$ cat src/rtl/pipe_mem_arbiter.sv
// Arbiter and stall controller for the single-port memory shared by the IF and MEM
// pipeline stages. Data accesses win in IDLE, and an access in flight is never preempted.
module pipe_mem_arbiter #(
  parameter int AW  = 32,
  parameter int DW  = 32,
  parameter int TMO = 255
) (
  input  logic          clock,
  input  logic          reset,
  input  logic          if_req,
  input  logic [AW-1:0] if_addr,
  output logic [DW-1:0] if_rdata,
  input  logic          m_req,
  input  logic          m_we,
  input  logic [AW-1:0] m_addr,
  input  logic [DW-1:0] m_wdata,
  output logic [DW-1:0] m_rdata,
  output logic          mem_req,
  output logic          mem_we,
  output logic [AW-1:0] mem_addr,
  output logic [DW-1:0] mem_wdata,
  input  logic [DW-1:0] mem_rdata,
  input  logic          mem_ready,
  output logic          pc_en,
  output logic          ifid_en,
  output logic          ifid_nop,
  output logic          pipe_en,
  output logic          mw_nop,
  output logic          tmo_err
);

  localparam int CW = $clog2(TMO + 1);
  localparam logic [CW-1:0] TMO_C = CW'(TMO);

  typedef enum logic [1:0] {IDLE, BUSY_IF, BUSY_D} state_t;

  state_t        state, state_nx;
  logic [AW-1:0] own_addr;
  logic [DW-1:0] own_wdata;
  logic          own_we;
  logic [DW-1:0] ibuf;
  logic          ibuf_valid;
  logic [CW-1:0] wait_cnt, wait_cnt_nx;
  logic          busy, grant_d, grant_f, d_own, f_own;
  logic          d_done, f_done, d_wait, f_wait;

  always_ff @(posedge clock or posedge reset) begin
    if (reset) state <= IDLE;
    else       state <= state_nx;
  end

  // In IDLE the requester drives the memory directly; once busy, the captured owner does.
  always_comb begin
    state_nx  = state;
    busy      = (state != IDLE);
    grant_d   = ~busy & m_req;
    grant_f   = ~busy & ~m_req & if_req & ~ibuf_valid;
    d_own     = grant_d | (state == BUSY_D);
    f_own     = grant_f | (state == BUSY_IF);
    mem_req   = (d_own | f_own) & ~reset;
    mem_addr  = if_addr;
    mem_wdata = '0;
    mem_we    = 1'b0;
    if (busy) begin
      mem_addr  = own_addr;
      mem_wdata = own_wdata;
      mem_we    = d_own & own_we;
    end else if (grant_d) begin
      mem_addr  = m_addr;
      mem_wdata = m_wdata;
      mem_we    = m_we;
    end
    d_done = d_own & mem_ready;
    f_done = f_own & mem_ready;
    d_wait = m_req & ~d_done;
    f_wait = if_req & ~ibuf_valid & ~f_done;
    case (state)
      IDLE: begin
        if (grant_d & ~mem_ready)      state_nx = BUSY_D;
        else if (grant_f & ~mem_ready) state_nx = BUSY_IF;
      end
      BUSY_IF, BUSY_D: begin
        if (mem_ready) state_nx = IDLE;
      end
      default: state_nx = IDLE;
    endcase
  end

  always_ff @(posedge clock or posedge reset) begin
    if (reset) begin
      own_addr  <= '0;
      own_wdata <= '0;
      own_we    <= 1'b0;
    end else if (grant_d | grant_f) begin
      own_addr  <= mem_addr;
      own_wdata <= mem_wdata;
      own_we    <= mem_we;
    end
  end

  // Only busy cycles count as waiting; the grant cycle itself is not a wait state.
  always_comb begin
    wait_cnt_nx = wait_cnt;
    if (busy & ~mem_ready) begin
      if (wait_cnt != TMO_C) wait_cnt_nx = wait_cnt + 1'b1;
    end else if (mem_ready) begin
      wait_cnt_nx = '0;
    end
  end

  always_ff @(posedge clock or posedge reset) begin
    if (reset) begin
      wait_cnt <= '0;
      tmo_err  <= 1'b0;
    end else begin
      wait_cnt <= wait_cnt_nx;
      if (wait_cnt_nx == TMO_C) tmo_err <= 1'b1;
    end
  end

  // A fetch finishing while the pipe is frozen for data must be parked, or it would be lost.
  always_ff @(posedge clock or posedge reset) begin
    if (reset) begin
      ibuf       <= '0;
      ibuf_valid <= 1'b0;
    end else if (f_done & d_wait) begin
      ibuf       <= mem_rdata;
      ibuf_valid <= 1'b1;
    end else if (pc_en) begin
      ibuf_valid <= 1'b0;
    end
  end

  assign pipe_en  = ~d_wait;
  assign mw_nop   = d_wait;
  assign ifid_en  = ~d_wait;
  assign ifid_nop = f_wait & ~d_wait;
  assign pc_en    = ~d_wait & ~f_wait;
  assign m_rdata  = mem_rdata;
  assign if_rdata = ibuf_valid ? ibuf : mem_rdata;

endmodule

$ cat config.mk
export PLATFORM = sky130hd
export DESIGN_NAME = pipe_mem_arbiter
export DESIGN_NICKNAME = d
export VERILOG_FILES = /design/src/rtl/pipe_mem_arbiter.sv
export SDC_FILE = /design/constraint.sdc
export NUM_CORES = 1
export LEC_CHECK = 0
export CAP_MARGIN = 30
export CORE_MARGIN = 4
export CORE_UTILIZATION = 46
export DETAILED_ROUTE_END_ITERATION = 6
export GPL_TIMING_DRIVEN = 1
export HOLD_SLACK_MARGIN = 0.03
export PLACE_DENSITY = 0.92
export SYNTH_ARGS = -nofsm -noshare
export SYNTH_HDL_FRONTEND = slang
export SYNTH_SLANG_ARGS = --single-unit
$ cat constraint.sdc
create_clock -name clock -period 8.6 [get_ports clock]
set_input_delay 1.72 -clock clock [delete_from_list [all_inputs] [get_ports clock]]
set_output_delay 1.72 -clock clock [all_outputs]
set_load 0.02 [all_outputs]
==> impl_metrics.env <==
export IMPL_cpMaxStageDelayCell="clkdlybuf4s50_1"
export IMPL_drt_total_wl_um=16500
export IMPL_cp_start_kind="input pin"
export IMPL_status="finished, final reports clean"
export IMPL_dpl_hpwl_um=12200
export IMPL_ant_nets=0
export IMPL_dr_pass1_iters=4
export IMPL_synth_top_cell_by_area="dfrtp_1"
export IMPL_max_cap_viol_count=0
export IMPL_grt_pass1_wl_um=25800
export IMPL_synth_edf_count=0
export IMPL_area_delta_synth_final_pct=46.8
export IMPL_coreArea_sq_um=12700
export IMPL_cts_sinks=109
export IMPL_n_fill_cell=969
export IMPL_die_y_um=123
export IMPL_cts_max_level=3
export IMPL_worstMarginPinSlew_ns=1.01
export IMPL_clk_latency_ns=0.34
export IMPL_antenna_found_initial=0
export IMPL_ys_warnings_count=0
export IMPL_synth_area_per_cell_sq_um=9.86
export IMPL_slew_limit_headroom=0.325
export IMPL_num_antenna_cells=0
export IMPL_critical_path_class="in -> out"
export IMPL_place_gp_congestion=0.789
export IMPL_hold_buffers=0
export IMPL_crit_top_cell="buf_4"
export IMPL_die_w_um=123
export IMPL_tns_ns=0
export IMPL_fp_dieArea_sq_um=15000
export IMPL_avgRoutedWirePerCell_um=16.3
export IMPL_finalSetupViolCount=0
export IMPL_grt_pass1_vias=5217
export IMPL_drc_errors=0
export IMPL_worstPathCellList="buf_2 -> buf_4 -> inv_2 -> nor2_2 -> buf_4 -> nand2_1 -> o21ai_1 -> clkdlybuf4s50_1"
export IMPL_drive_gt1_frac=0.117
export IMPL_critPathCaptureType="output port"
export IMPL_clkTransAtPathRegs_ns=0.06
export IMPL_grt_max_degree=100
export IMPL_syn_area_sq_um=6040
export IMPL_synthArstFlopShare=1.00
export IMPL_hold_path_class="reg -> reg"
export IMPL_cp_max_fo=39
export IMPL_ys_seq_area_frac=0.451
export IMPL_ys_flop_type="dfrtp_1"
export IMPL_power_leakage_uw=0.00398
export IMPL_pin_count=270
export IMPL_max_clock_freq_mhz=180
export IMPL_critPathTopFamily="buffers and inverters"
export IMPL_synth_net_count=751
export IMPL_cts_tree="done"
export IMPL_final_hold_violation_count=0
export IMPL_pre_cts_slack_ns=3.09
export IMPL_p_per_area_nw_per_um2=291
export IMPL_report_final_slew_viol_count=0
export IMPL_via_count=5144
export IMPL_crit_required_ns=6.88
export IMPL_io_buffers=269
export IMPL_cts_root_buf="clkbuf_16"
export IMPL_nets=970
export IMPL_ys_types=40
export IMPL_crit_arrival_ns=3.83
export IMPL_irDropWorstVdd_mv=0.173
export IMPL_cts_buffer_depth=2
export IMPL_timing_final_ws_setup_ns=3.05
export IMPL_yosys_top_cells_area="dfrtp_1 (45%), mux2_2 (12%), nand2_1 (6.6%), mux2_1 (6.1%), mux2i_1 (6.0%)"
export IMPL_netlist_area_leader_share=0.451
export IMPL_cpPeakStageDelay_ns=0.64
export IMPL_cts_buffers=9
export IMPL_grt_usage=0.219
export IMPL_ctsResizeCount=0
export IMPL_synth_seq_cells=109
export IMPL_period_minus_slack_ns=5.55
export IMPL_drt_initial_drc_count=266
export IMPL_rsz0062_at_grt="false"
export IMPL_start_util=0.475
export IMPL_detail_route_vias_per_cell=5.10
export IMPL_overflow=0
export IMPL_rows=41
export IMPL_path_buf_inv=5
export IMPL_period_share=0.646
export IMPL_synthCells=613
export IMPL_postCtsSetupRepairBufs=0
export IMPL_skew_ns=0.00361
## power by group
group / total (uW) / switching, uW / internal, uW
Sequential: 851 / 116 / 736
Clock: 417 / 177 / 241
Combinational: 1310 / 695 / 615
Total: 2580 / 987 / 1590
## through the flow
| step | std cells | instance area (sq um) | hold slack [ns] | util | power, uW |
|---|---|---|---|---|---|
| 2_1_floorplan | 613 | 6040 | 0.446 | - | 1630 |
| 3_3_place_gp | 993 | 8580 | 0.458 | 0.675 | 2120 |
| 3_5_place_dp | 993 | 8580 | 0.462 | 0.675 | 2170 |
| 4_1_cts | 1008 | 8880 | 0.479 | 0.698 | 2600 |
| 5_1_grt | 1008 | 8880 | 0.498 | 0.698 | 2740 |
| 6_report | 1008 | 8880 | 0.476 | 0.698 | 2580 |
## cell families (layout without fill, tap and decap cells)
kind of cell / after synthesis / count (layout) / synth area share
muxes: 134 / 134 / 0.242
xor gates and xnor gates: 2 / 2 / 0.00290
buffers and inverters: 108 / 331 / 0.0994
adders and majority gates: 4 / 4 / 0.00828
AOI/OAI and AO/OA: 88 / 88 / 0.0818
DFF: 109 / 109 / 0.451
and+or+nand+nor: 168 / 168 / 0.114
## metal layers
layer	GRT usage	vias to the layer above	share of wire
li1	-	2471	-
met1	0.243	2475	0.37
met2	0.403	171	0.53
met3	0.0530	27	0.069
met4	0.0812	0	0.023
met5	0	-	0
## layout by cell type, fill, tap and decap left out, drive strengths merged, types with 2 or more instances in the layout
master and count:
o211ai 2, nor2 43, clkbuf 14, dfrtp 109
buf 8, mux2i 36, o21ai 40, nand3 3
mux2 98, a31oi 2, nand2 107, inv 40
nand2b 4, ha 4, a21oi 37, and3 4
clkdlybuf4s50 268
## state kept, by name (all words and copies together), names as in the netlist
signal,cells
tmo_err,1
own_wdata,32
own_we,1
state,2
own_addr,32
wait_cnt,8
ibuf_valid,1
ibuf,32
## cell usage after synthesis, drive strengths merged, types with 2 or more instances
cell	instances
o211ai	2
mux2i	36
mux2	98
a31oi	2
nor2	43
dfrtp	109
nand2b	4
ha	4
and3	4
a21oi	37
inv	40
o21ai	40
clkbuf	4
nand3	3
buf	64
nand2	107
## worst min-delay path: cells and delay by family, from the launching register on
kind,cells,cell delay (ns)
and+or+nand+nor,2,0.11
DFF,1,0.34
## cell type report
class	instances	area, sq um	share of cell area
clock buffer	14	264	0.0297
clock inverter	1	30.0	0.00338
inverter	40	153	0.0172
multi-input combinational	396	2750	0.309
sequential	109	2730	0.307
tap	172	215	0.0242
timing repair buffer	276	2740	0.309
## worst paths after layout
check | start | endpoint | slack [ns] | cells past startpoint
hold / removal | own_wdata[28] | own_wdata[28] | 0.48 | 2
setup / recovery | m_req | mem_wdata[8] | 3.05 | 8
min in group asynchronous | reset | state[1] | 1.83 | 2
setup reg to reg | state[0] | own_addr[29] | 6.30 | 5
hold reg to reg | own_wdata[28] | own_wdata[28] | 0.48 | 2
max in group asynchronous | reset | ibuf[23] | 5.48 | 3
Note: power is estimated with default switching activity, not from simulation.
